<file path="src/rtl/iter_counter.sv">
// Parametrised iteration counter for the mult-div datapath: programmable terminal
// count, up/down direction, start/busy/done handshake, synchronous load and abort.
module iter_counter #(
    parameter int                 WIDTH   = 6,
    parameter logic [WIDTH-1:0]   RST_VAL = '0
) (
    input  logic             clk,
    input  logic             clrn,
    input  logic             start,
    input  logic             up,
    input  logic [WIDTH-1:0] term,
    input  logic             ena,
    input  logic             load,
    input  logic [WIDTH-1:0] load_val,
    input  logic             abort,
    output logic [WIDTH-1:0] count,
    output logic             busy,
    output logic             last,
    output logic             done
);

    typedef enum logic {
        IDLE = 1'b0,
        RUN  = 1'b1
    } state_t;

    state_t           state_q, state_d;
    logic [WIDTH-1:0] count_q, count_d;
    logic [WIDTH-1:0] target_q, target_d;
    logic             dir_q, dir_d;
    logic             done_q, done_d;
    logic             at_target;

    assign at_target = (count_q == target_q);

    // NOTE: every variable written here gets a default first, so no path leaves
    // it unassigned and no latch is inferred.
    always_comb begin
        state_d  = state_q;
        count_d  = count_q;
        target_d = target_q;
        dir_d    = dir_q;
        done_d   = 1'b0;

        if (abort) begin
            state_d = IDLE;
            count_d = RST_VAL;
        end else if (state_q == IDLE && start) begin
            state_d = RUN;
            dir_d   = up;
            if (up) begin
                count_d  = '0;
                target_d = term;
            end else begin
                count_d  = term;
                target_d = '0;
            end
        end else if (load) begin
            count_d = load_val;
        end else if (state_q == RUN && ena) begin
            if (at_target) begin
                // Final iteration: count parks on target, done pulses next cycle.
                state_d = IDLE;
                done_d  = 1'b1;
            end else if (dir_q) begin
                count_d = count_q + WIDTH'(1);
            end else begin
                count_d = count_q - WIDTH'(1);
            end
        end
    end

    // NOTE: sequential state uses non-blocking assignments so every register
    // samples the pre-edge values computed above.
    always_ff @(posedge clk or negedge clrn) begin
        if (!clrn) begin
            state_q  <= IDLE;
            count_q  <= RST_VAL;
            target_q <= '0;
            dir_q    <= 1'b1;
            done_q   <= 1'b0;
        end else begin
            state_q  <= state_d;
            count_q  <= count_d;
            target_q <= target_d;
            dir_q    <= dir_d;
            done_q   <= done_d;
        end
    end

    assign count = count_q;
    assign busy  = (state_q == RUN);
    assign done  = done_q;
    assign last  = busy & ena & at_target;

endmodule

</file>
<file path="config.mk">
export PLATFORM = sky130hd
export DESIGN_NAME = iter_counter
export DESIGN_NICKNAME = d
export VERILOG_FILES = /design/src/rtl/iter_counter.sv
export SDC_FILE = /design/constraint.sdc
export NUM_CORES = 1
export LEC_CHECK = 0
export BUFFER_PORTS_ARGS = -buffer_cell sky130_fd_sc_hd__buf_2
export CELL_PAD_IN_SITES_DETAIL_PLACEMENT = 0
export CELL_PAD_IN_SITES_GLOBAL_PLACEMENT = 1
export CORE_MARGIN = 8
export CORE_UTILIZATION = 34
export DETAILED_ROUTE_END_ITERATION = 10
export PLACE_DENSITY = 0.79
export SETUP_SLACK_MARGIN = 0.15
export SYNTH_ARGS = -nofsm -noshare
export SYNTH_HDL_FRONTEND = slang
export SYNTH_SLANG_ARGS = --single-unit
</file>
<file path="constraint.sdc">
create_clock -name clk -period 1.9 [get_ports clk]
set_input_delay 0.38 -clock clk [delete_from_list [all_inputs] [get_ports clk]]
set_output_delay 0.38 -clock clk [all_outputs]
set_load 0.03 [all_outputs]
</file>
Word-level counts from Yosys, hierarchy flattened
Index checks and enable logic that the tools add are counted.

storage, ports and cells
  output and inout bits = 9
  memories kept = 0
  bits of input ports = 19
  bits in latches = 0
  register bits = 15
  RAM bits = 0
  memory bits (read-only) = 0
  word-level logic and storage cells = 40

cells by class
  shift-type cells = 0
  $add $sub $neg = 2
  muxes and demuxes = 18
  multiply operators = 0
  $lt $le $gt $ge = 0
  divide/modulo/power cells = 0
  eq/ne operators = 3
  bitwise operators = 4
  reduce and logical (&&, ||, !) cells = 8

operators with widths
  cell                   count
  $mux W6                8
  $mux W1                10
  $add A6 B1 Y6 const B  1
  $eq A6 B6 Y1           1
  $reduce_bool A3 Y1     2
  $sub A6 B1 Y6 const B  1
  $ne A4 B3 Y1 const B   1
  $reduce_and A2 Y1      2
  $reduce_bool A4 Y1     1
  $ne A3 B1 Y1 const B   1
  $reduce_and A3 Y1      1
  $and A1 B1 Y1          2
  $logic_and A1 B1 Y1    2
  $not A1 Y1             2

Depth between registers and ports, before layout
  word-level depth = 7
  gate-level depth with buffers = 7
  mapped depth without buffers = 7

Least setup slack after synthesis
OpenSTA, ideal clock, no wires.

  path type = reg-to-reg
  from = reg dir_q
  to = reg count_q[5] (netlist: count[5])
  arrival time = 1850 ps
  library setup time = 132 ps
  stages on the path, launching flop included = 8
  required time = 1768 ps
  path buffers = 0
  clock period less this slack = 1982 ps
  path slack = -82 ps
  cells stage by stage = dfstp_2 inv_1 ha_1 nor2b_1 a221o_1 a211oi_2 o21a_1 o211ai_2

on the way
  cells in the longest elaborated chain, start to end = 6

ends and longest elaborated chain
  item                    line  source
  from (decl)             30    logic dir_q, dir_d;
  from (signal assigned)  86    dir_q <= dir_d;
  $mux W6                 65    end else if (dir_q) begin
  $mux W6                 61    if (at_target) begin
  $mux W6                 60    end else if (state_q == RUN && ena) begin
  $mux W6                 58    end else if (load) begin
  $mux W6                 48    end else if (state_q == IDLE && start) begin
  $mux W6                 45    if (abort) begin
  to (signal assigned)    84    count_q <= count_d;
  to (decl)               28    logic [WIDTH-1:0] count_q, count_d;

No other way between the ends. The select of a mux whose other input is x is not followed.
A chain may end at the register's enable or synchronous reset.

Worst setup path after layout
  from = reg count_q[5] (netlist: count[5])
  to = out last

on the way
  cells in the longest elaborated chain, start to end = 2

ends and longest elaborated chain
  item           line  source
  $eq A6 B6 Y1   34    assign at_target = (count_q == target_q);
  $and A1 B1 Y1  94    assign last = busy & ena & at_target;
  to (decl)      18    output logic last,

No other way between the ends.

==> key figures <==
Synth
  – EDFF count, synth: 0
  – Yosys Warn Count: 0
  – Syn Inst Count: 112
  – Distinct cells, synth: 37
  – Sequential share of the synthesized area: between 30% and 40%
  – Fraction of registers with async set/reset: 100%
  – Syn Area/Cell: 9.06 sq um
  – Syn Nets: between 100 and 150
  – Area of the mapped netlist: 0.00101 sq mm
  – Ys flop type: dfrtp_1
  – Number of synthesized register bits: 15

Power
  – Leakage: 0.000646 uW
  – PwrDens: 904 mW/mm^2
  – Largest vdd supply drop: 350 uV
  – Final Power: between 1000 and 1500 uW

Detailed routing
  – Overall routed net length: 2880 um
  – First drt pass iteration count: 4
  – Vias per inst: ~5.4
  – Post-route ant nets: 0
  – Routed len/inst: 15.6 um
  – Initial detailed-routing violation count: 36
  – Post-route DRC: 0
  – Via count: 991

Clock network
  – Clk_lat worst skew: about 290 ps
  – Root buffer cell: clkbuf_4
  – Clk sinks: 15
  – Clock Path Buffers: 2
  – TritonCTS Buffers: 3
  – H-tree levels: 1
  – TritonCTS clock tree: yes
  – CTS clk-pin slew, worst paths: 90 ps

Worst setup path
  – Crit path kind: register to primary output
  – Crit-path slowest cell: dfrtp_1
  – Stages on the worst setup path: 5
  – Buf+Inv Stages, Crit Path: 2
  – Critical Path, Cell by Cell: xor2_1 -> nor4_2 -> nand4_1 -> inv_2 -> buf_6
  – Crit end category: primary output
  – Family with the most delay on the worst path: simple AND/OR/NAND/NOR gates
  – Worst path required time: 1520 ps
  – Worst setup SP type: register
  – Max Fanout on Critical Path: 3
  – Max incr delay on CP: 420 ps
  – Critical Path AT: 1580 ps
  – FF-to-FF path depth: 7

Die
  – Num ports: 28
  – Die Span Y: 70.6 um
  – Starting Density: 34.4%
  – Core Rows: 20
  – Die X: 70.6 um
  – Core Area: 0.00295 sq mm
  – Die area: 0.00499 sq mm

Timing
  – Worst-Margin Slew: 586 ps
  – Post-layout min period: roughly 2000 ps
  – Max Clk Rate: roughly 500 MHz
  – Final Setup Violations: 1
  – Final setup margin: -61.1 ps
  – Final hold violations: 0
  – Worst clock skew: 2.10 ps
  – Final worst path period share: 103%
  – Slew Limit Fails: 0
  – RSZ-0062 raised after global routing: true
  – Slew HR: 60.8%

Finish
  – ANT cells: 0
  – Filler cell count: 284
  – Multi-input combinational cell area: 654 sq um
  – Share of layout cells above drive strength 1: 40.1%
  – Post-Layout Inst Area: 0.00137 sq mm
  – Final std cells w/o fill: between 150 and 200
  – Layout Nets: 177
  – Area growth, synth to finish: 34.9%
  – FF/Latch Area: 380 sq um

Placed design
  – DP Wirelength: 2270 um
  – GPL Wtd Cong: 0.811
  – Port Buf Inserts: 27
  – Area post-placement: 0.00125 sq mm
  – Placed Cells: approximately 180

Global route
  – Number of global-route vias before repair: 1022
  – Total GRT Usage: 12.1%
  – Largest net degree at the start of global routing: 16
  – Congestion Overflow GR: 0
  – Initial antenna violation count: 0
  – Global-route wire length before repair: 4970 um

Hold path
  – Min-delay worst type: primary input to register
  – Hold path depth: 2

Run status
  – Failing checks: setup timing
  – Status: complete, but fails checks

Flow run
  – Maxcap violations: 0
==> power by group <==
| group | internal, uW | switching, uW | leakage [uW] |
|---|---|---|---|
| registers | 372 | 50.6 | 0.000188 |
| logic | 285 | 336 | 0.000442 |
| clock network | 81.7 | 111 | 0.0000150 |
| total | 739 | 498 | 0.000646 |
==> kinds of logic after synthesis <==
| family | after synthesis | synth area share (%) |
|---|---|---|
| buffers and inverters | 10 | 4.44 |
| XOR/XNOR | 7 | 6.04 |
| AO/OA/AOI/OAI | 35 | 24.2 |
| AND/OR/NAND/NOR | 39 | 20.2 |
| multiplexers | 1 | 1.11 |
| adder cells (fa/ha/maj) | 5 | 6.91 |
| flip-flops | 15 | 37.1 |
==> layer usage <==
| layer | share of wire (%) | vias up | track usage (%) |
|---|---|---|---|
| li1 | - | 482 | - |
| met1 | 45 | 475 | 14.5 |
| met2 | 47 | 32 | 19.9 |
| met3 | 8.0 | 2 | 5.23 |
| met4 | 0.14 | 0 | 2.08 |
| met5 | 0 | - | 0 |
==> Yosys cell counts, types with 2 or more instances <==
cell type / n / share of area (%)
dfrtp_1: 14 / 35
a22oi_1: 2 / 1.5
nor2_1: 9 / 3.3
xor2_1: 7 / 6.0
ha_1: 4 / 4.9
inv_1: 6 / 2.2
nand2_1: 14 / 5.2
nor2b_1: 3 / 1.8
a32oi_1: 3 / 2.6
nor3b_1: 2 / 1.5
a31oi_1: 3 / 1.8
clkbuf_1: 3 / 1.1
o21ai_0: 11 / 5.4
nor3_1: 2 / 0.99
o21a_1: 3 / 2.2
nand3b_1: 2 / 1.5
nand2b_1: 2 / 1.2
a21oi_1: 3 / 1.5
==> final cells by class <==
type / instances / area share [%]
Multi-Input combinational cell: 87 / 47.8
Sequential cell: 15 / 27.8
Timing Repair Buffer: 40 / 17.6
Tap cell: 33 / 3.02
Clock buffer: 4 / 1.92
Inverter: 6 / 1.83
==> flip-flops by register name, indices dropped and copies added (netlist names) <==
signal,flops
target_q,6
dir_q,1
done,1
count,6
busy,1
==> metrics by stage <==
stage	setup slack [ps]	setup TNS (ps)	utilization [%]	hold WS, ps
6_report	-61.1	-61.1	46.4	296
5_1_grt	-134	-266	46.4	299
4_1_cts	-67.8	-138	44.5	281
3_5_place_dp	-28.1	-54.1	42.3	317
3_3_place_gp	23.3	0	42.3	306
2_1_floorplan	99.3	0	-	84.4
==> worst paths after layout <==
| check | startpoint | to | slack [ps] |
|---|---|---|---|
| min in group asynchronous | clrn | target_q[2] | 530 |
| worst max register to register | dir_q | count[5] | 0 |
| worst min register to register | target_q[4] | target_q[4] | 520 |
| max in group asynchronous | clrn | dir_q | 1070 |
| worst min-delay path | abort | busy | 300 |
| worst max-delay path | count[5] | last | -60 |
==> cells in the final DEF, fill, tap and decap left out, types with 2 or more instances in the layout <==
master,netlist,final
nor2_1,9,9
a21oi_1,3,3
a211oi_2,1,2
a32oi_1,3,3
nor3_1,2,2
nor2b_1,3,3
nand2b_1,2,2
nor3b_1,2,2
o21a_1,3,3
inv_1,6,4
nand3b_1,2,2
dfrtp_1,14,11
dfrtp_2,0,3
a31oi_1,3,2
nand2_1,14,14
clkbuf_4,0,3
ha_4,0,3
xor2_1,7,7
o21ai_0,11,10
buf_2,0,26
buf_4,0,12
a22oi_1,2,2
==> repair_timing <==
item                       4_1_cts  5_1_grt
gates resized for setup          5        6
pin swaps                        6        6
setup endpoints to repair        6        7
buffers inserted                 1        3
hold buffers                     1        0
gates cloned                     0        0
hold endpoints to repair        14        0
Power figures use the tool's default switching activity.
